**config.mk**
```make
export PLATFORM = sky130hd
export DESIGN_NAME = display_scanner
export DESIGN_NICKNAME = d
export VERILOG_FILES = /design/src/rtl/display_scanner.sv
export SDC_FILE = /design/constraint.sdc
export NUM_CORES = 1
export LEC_CHECK = 0
export CAP_MARGIN = 30
export CORE_MARGIN = 4
export CORE_UTILIZATION = 58
export CTS_CLUSTER_DIAMETER = 200
export DETAILED_ROUTE_END_ITERATION = 16
export PLACE_DENSITY = 0.79
export SLEW_MARGIN = 5
export SYNTH_ARGS = -nofsm -noshare
export SYNTH_HDL_FRONTEND = slang
export SYNTH_SLANG_ARGS = --single-unit
```
**constraint.sdc**
```tcl
create_clock -name clk -period 2.53 [get_ports clk]
set_input_delay 0.3795 -clock clk [delete_from_list [all_inputs] [get_ports clk]]
set_output_delay 0.3795 -clock clk [all_outputs]
set_load 0.05 [all_outputs]
```
**src/rtl/display_scanner.sv**
```systemverilog
// Four-digit multiplexed display driver: a double-dabble binary-to-BCD converter
// feeds double-buffered digit registers that a free-running prescaler scans out.
module display_scanner #(
    parameter int REFRESH_DIV = 50000,
    parameter bit BLANK_LZ    = 1'b1
) (
    input  logic        clk,
    input  logic        rst,
    input  logic [13:0] value,
    input  logic        load,
    output logic        busy,
    output logic        overflow,
    output logic [3:0]  bch,
    output logic [3:0]  digit_en,
    output logic [0:0]  fsm_state_o
);

    localparam logic [0:0] IDLE = 1'b0;
    localparam logic [0:0] CONV = 1'b1;

    localparam int            PW      = $clog2(REFRESH_DIV);
    localparam logic [PW-1:0] PRE_MAX = PW'(REFRESH_DIV - 1);

    logic [0:0]    state_q, state_d;
    logic [3:0]    cnt_q, cnt_d;
    logic [13:0]   shift_q, shift_d;
    logic [15:0]   scratch_q, scratch_d;
    logic          overflow_q, overflow_d;
    logic [15:0]   digits_q, digits_d;
    logic [PW-1:0] pre_q, pre_d;
    logic [1:0]    idx_q, idx_d;
    logic [3:0]    digit_en_q, digit_en_d;
    logic [3:0]    bch_q, bch_d;

    logic [15:0]   adj;
    logic [15:0]   disp;

    // Double-dabble correction: any nibble >= 5 would overflow past 9 after the shift.
    always_comb begin
        adj = scratch_q;
        for (int n = 0; n < 4; n++) begin
            if (scratch_q[4*n +: 4] >= 4'd5) begin
                adj[4*n +: 4] = scratch_q[4*n +: 4] + 4'd3;
            end
        end
    end

    always_comb begin
        state_d    = state_q;
        cnt_d      = cnt_q;
        shift_d    = shift_q;
        scratch_d  = scratch_q;
        overflow_d = overflow_q;
        digits_d   = digits_q;
        case (state_q)
            IDLE: begin
                if (load) begin
                    state_d    = CONV;
                    cnt_d      = 4'd0;
                    shift_d    = value;
                    scratch_d  = 16'h0000;
                    overflow_d = (value > 14'd9999);
                end
            end
            CONV: begin
                scratch_d = {adj[14:0], shift_q[13]};
                shift_d   = {shift_q[12:0], 1'b0};
                cnt_d     = cnt_q + 4'd1;
                if (cnt_q == 4'd13) begin
                    state_d  = IDLE;
                    digits_d = overflow_q ? 16'hFFFF : {adj[14:0], shift_q[13]};
                end
            end
            default: state_d = IDLE;
        endcase
    end

    // Leading-zero blanking; the ones digit is always shown.
    always_comb begin
        disp = digits_q;
        if (BLANK_LZ) begin
            if (digits_q[15:12] == 4'h0) disp[15:12] = 4'hF;
            if (digits_q[15:8]  == 8'h00) disp[11:8] = 4'hF;
            if (digits_q[15:4]  == 12'h000) disp[7:4] = 4'hF;
        end
    end

    always_comb begin
        pre_d      = (pre_q == PRE_MAX) ? '0 : pre_q + 1'b1;
        idx_d      = (pre_q == PRE_MAX) ? idx_q + 2'd1 : idx_q;
        digit_en_d = 4'b0001 << idx_d;
        bch_d      = disp[{idx_d, 2'b00} +: 4];
    end

    always_ff @(posedge clk) begin
        if (rst) begin
            state_q    <= IDLE;
            cnt_q      <= 4'd0;
            shift_q    <= 14'd0;
            scratch_q  <= 16'h0000;
            overflow_q <= 1'b0;
            digits_q   <= 16'h0000;
            pre_q      <= '0;
            idx_q      <= 2'd0;
            digit_en_q <= 4'b0001;
            bch_q      <= 4'h0;
        end else begin
            state_q    <= state_d;
            cnt_q      <= cnt_d;
            shift_q    <= shift_d;
            scratch_q  <= scratch_d;
            overflow_q <= overflow_d;
            digits_q   <= digits_d;
            pre_q      <= pre_d;
            idx_q      <= idx_d;
            digit_en_q <= digit_en_d;
            bch_q      <= bch_d;
        end
    end

    assign busy        = (state_q == CONV);
    assign overflow    = overflow_q;
    assign bch         = bch_q;
    assign digit_en    = digit_en_q;
    assign fsm_state_o = state_q;

endmodule

```
======== Yosys cells after proc, flatten, opt, wreduce, memory -nomap -nowiden ========
Cells that the tools add are included.
storage, ports and cells
  flip-flop bits (word level) ............. 78
  word-level logic and storage cells ...... 52
cells by class
  add/subtract/negate cells ............... 7
  shift operators ......................... 2
  $lt $le $gt $ge ......................... 5
  bitwise gates (word level) .............. 1
  reductions and logical operators ........ 6
  multiplexer cells ....................... 18
  equality and inequality tests ........... 3
operators by type and width
  kind                                                                count
  2-to-1 mux 16 bit                                                   2
  one-hot mux 16 bit (2 select lines)                                 1
  2-to-1 mux 4 bit                                                    7
  one-hot mux 14 bit (2 select lines)                                 1
  adder 16 x 1 -> 16 bit (second input constant)                      1
  == test 16 bit (second input constant)                              1
  greater-or-equal comparator 4 x 3 -> 1 bit (second input constant)  4
  variable part select 16 x 5 -> 4 bit                                1
  > comparator 14 bit (second input constant)                         1
  2-to-1 mux 14 bit                                                   1
  adder 4 x 2 -> 4 bit (second input constant)                        3
  logical NOT 12 bit                                                  1
  logical NOT 8 bit                                                   1
  one-hot mux 4 bit (2 select lines)                                  1
  adder 4 x 1 -> 4 bit (second input constant)                        1
  == test 4 bit (second input constant)                               1
  logical NOT 4 bit                                                   1
  AND reduction 2 bit                                                 2
  << shifter 1 x 2 -> 4 bit (first input constant)                    1
  adder 3 x 2 -> 3 bit (second input constant)                        1
  2-to-1 mux 3 bit                                                    1
  adder 2 x 1 -> 2 bit (second input constant)                        1
  2-to-1 mux 1 bit                                                    2
  2-to-1 mux 2 bit                                                    1
  other kinds (4)                                                     4

======== Logic depth before layout (Yosys ltp) ========
  word-level depth ........................ 3
  gate-level depth with buffers ........... 8
  depth with buffers taken out ............ 7

======== Least setup slack after synthesis ========
No wires, ideal clock.
  kind .................................... register to register
  start point ............................. register state_q (netlist: busy)
  end point ............................... register digits_q[10]
  period minus slack after synthesis ...... 2018 ps
  cell stages (with the launch flop) ...... 8
  setup slack ............................. 512 ps
  arrival ................................. 1891 ps
  path through ............................ dfxtp_1 > clkbuf_1 > and4_1 > clkbuf_1 > nand2b_1 > clkbuf_1 > o22ai_1 > nor2_1
between the ends
  cells in the longest elaborated chain, start to end .. 1
ends and longest elaborated chain
  what                           RTL line  RTL
  start, declared                24        logic [0:0] state_q, state_d;
  start signal, assigned         108       state_q <= state_d;
  AND reduction 2 bit (no line)  --
  end signal, assigned           113       digits_q <= digits_d;
  end, declared                  29        logic [15:0] digits_q, digits_d;
Every way passes these cells.
A chain may end at the register's enable or synchronous reset.

======== Worst setup path after layout ========
  start point ............................. register pre_q[7]
  end point ............................... register bch_q[2] (netlist: bch[2])
between the ends
  cells in the longest elaborated chain, start to end .. 3
ends and longest elaborated chain
  what                                  RTL line  RTL
  start, declared                       30        logic [PW-1:0] pre_q, pre_d;
  start signal, assigned                114       pre_q <= pre_d;
  == test 16 bit                        90        idx_d = (pre_q == PRE_MAX) ? idx_q + 2'd1 : idx_q;
  2-to-1 mux 2 bit                      90
  variable part select 16 x 5 -> 4 bit  92        bch_d = disp[{idx_d, 2'b00} +: 4];
  end signal, assigned                  117       bch_q <= bch_d;
  end, declared                         33        logic [3:0] bch_q, bch_d;
Every way passes these cells.

==> summary.txt <==
Placement
  • Dpl hpwl: 4.732 mm
  • Count of buffers from port buffering: 27
  • Routability Congestion: approximately 0.91

Clock network
  • CTS tree: yes
  • CTS HTree Levels: 3
  • Post-cts resize count: 0
  • Postcts setup bufs: 0
  • Clock transition at path regs: 0.07 ns
  • Clk sink count: 78
  • Clk root buf: clkbuf_8
  • Clk buf depth: 2
  • Hold buffer count at cts: 0
  • Inserted Clock Buffers: 9
  • Later-pin clock latency in the skew report: 0.34 ns

Floorplan
  • Starting Density: 60.19%
  • Num rows: 28
  • DIE AREA: 7502 um2
  • Chip width: between 80 and 90 um
  • I/O pins: 28
  • Die span in y: 86.62 um
  • Core footprint: 5956 um2

Flow run
  • Max-Cap Viols: 0

STA
  • Hold Fails Final Rpt: 0
  • Final min period: between 2 and 2.5 ns
  • Slew Viols, Final: 0
  • Worst-Margin Slew: 0.6242 ns
  • Setup TNS: 0 ns
  • Worst hold margin: 0.4723 ns
  • Period utilisation layout: between 80% and 90%
  • Post-Route Skew: 0.009381 ns
  • RSZ-0062 raised after global routing: no
  • Max Freq: 488.2 MHz
  • Final setup fails: 0
  • Slew HR: 58.39%

Yosys
  • Ranking of synthesized cells by area: dfxtp_1, nor2_1, a21oi_1, mux2i_1, ha_1
  • Most frequent cell after synthesis: nor2_1
  • Post-Synthesis Cells: 433
  • Synth Area in XOR/XNOR: 4.642%
  • Syn Area/Cell: 8.279 um2
  • Adder-cell area share of the yosys netlist: around 3.8%
  • Mux contribution to synthesized area: 6.143%
  • Syn Nets: about 460
  • Post-synth top cells: nor2_1, dfxtp_1, a21oi_1
  • Synth cell types: 38
  • Sequential share of the synthesized area: 43.56%
  • Simple-gate share of the synthesized area: 25.17%
  • Synthesized area: 3585 um2
  • EDFF count, synth: 0
  • Largest area contributor in the netlist: dfxtp_1
  • #FFs+latches synth: 78
  • Post-synthesis async set-or-reset flop share: 0%
  • Ys flop type: dfxtp_1
  • Post-synthesis compound-gate area fraction: 12.11%
  • YS warnings: 0
  • Largest family of logic cells by synthesized area: simple AND/OR/NAND/NOR gates
  • Yosys top cell area share: 43.56%

Global route
  • Tot GR Track Use: about a fifth
  • Initial antenna violation count: 0
  • Number of global-route vias before repair: 2744
  • Largest net degree at the start of global routing: 70
  • First-pass GRT wire length: 12.05 mm
  • Total gr overflow: 0

Critical path
  • Critical Path Fanout Max: 6
  • CP required: 2.74 ns
  • Crit path cell chain: or4_1, nor4_4, xnor2_1, nor3_1, o22ai_1
  • Crit-path slowest cell: or4_1
  • Crit Path Class: flop to flop
  • Startpoint Class: flop
  • Max stage delay on crit path: 0.63 ns
  • Worst EP arrival: 2.26 ns
  • Critical Path End Type: flop

Final layout
  • Layout net count: 478
  • Synthesis-to-finish area growth: 12.77%
  • Layout cells sized above 1: 5.519%
  • N_diodes: 0

Pwr
  • Power per Cell Area: 563.2 nW/um2
  • Leak Pwr: 1.532 nW
  • Design Power: approximately 2.3 mW
  • Peak supply drop: 0.3862 mV

Status
  • Status: complete, no violations

Min path
  • HP Class: flop to flop

Route
  • Routed Antenna Nets: 0
  • Total number of vias: 2959
  • Residual DRC count: 0
  • Detailed Route WL: 6.893 mm
  • Router iterations before antenna repair: 4
  • Via-per-instance ratio: 5.604
  • Drt wl/cell: 13.05 um
  • Iteration-0 DRC Markers: around 180
-- sequential cells by signal (all words and copies together), names as in the netlist --
signal and count:
bch 4, busy 1, cnt_q 4, digit_en 4, digits_q 16, idx_q 2, overflow 1, pre_q 16
scratch_q 16, shift_q 14
-- power breakdown --
group | total [mW] | switching, mW | internal [mW]
clock network | 0.855 | 0.410 | 0.445
logic | 0.158 | 0.0936 | 0.0646
registers | 1.26 | 0.0151 | 1.25
total | 2.28 | 0.518 | 1.76
-- stage by stage --
step           cells  util (%)  area (um2)  worst slack (ns)
6_report         528     67.88        4043            0.4818
3_5_place_dp     514     65.02        3872            0.5244
2_1_floorplan    433         -        3585            0.5116
4_1_cts          528     67.88        4043            0.5063
5_1_grt          528     67.88        4043            0.3785
3_3_place_gp     514     65.02        3872            0.5524
-- placed cells by master (no fill, tap or decap), types with 3 or more instances in the layout --
cell type	instances
nor3_1	21
xnor2_1	14
nor4_1	7
clkbuf_8	9
nand2_1	19
nor2_1	91
nand4_1	3
a21oi_1	39
nor3b_1	9
or3_1	3
ha_1	11
nand2b_1	10
o21ai_0	15
clkdlybuf4s50_1	26
buf_4	4
mux2i_1	19
o22ai_1	18
nand3_1	9
inv_1	15
dfxtp_1	77
xor2_1	5
clkbuf_1	3
-- per-layer routing --
layer  track usage (%)  wire length (um)  vias up
met1             24.78              3194     1365
met4             8.924               152        0
met5                 0                 0        -
met3             3.897               313       16
met2             33.52              3234       60
li1                  -                 -     1518
-- logic make-up after synthesis --
logic type,count (synthesis)
AOI/OAI and AO/OA,78
xor gates and xnor gates,19
adders and majority gates,11
buffers and inverters,41
DFF,78
muxes,21
and+or+nand+nor,185
-- final timing paths --
kind | slack (ns) | depth (start not counted) | end | start
hold / removal | 0.47 | 1 | pre_q[0] | pre_q[0]
setup / recovery | 0.48 | 5 | bch[2] | pre_q[7]
setup reg to reg | 0.48 | 5 | bch[2] | pre_q[7]
hold reg to reg | 0.47 | 1 | pre_q[0] | pre_q[0]
-- critical path, delay by kind of cell, from the launching register on --
family	cells	cell delay, ns
compound gates	1	0.11
flops	1	0.34
simple gates	3	1.24
xor+xnor	1	0.22
-- layout make-up --
cell class | count | area [um2]
Fill cell | 524 | 1913
Clock buffer | 12 | 135.1
Inverter | 16 | 60.06
Multi-Input combinational cell | 314 | 1861
Timing Repair Buffer | 31 | 295.3
Sequential cell | 78 | 1563
Tap cell | 75 | 93.84
Clock inverter | 2 | 35.03
(Power assumes the default switching activity.)
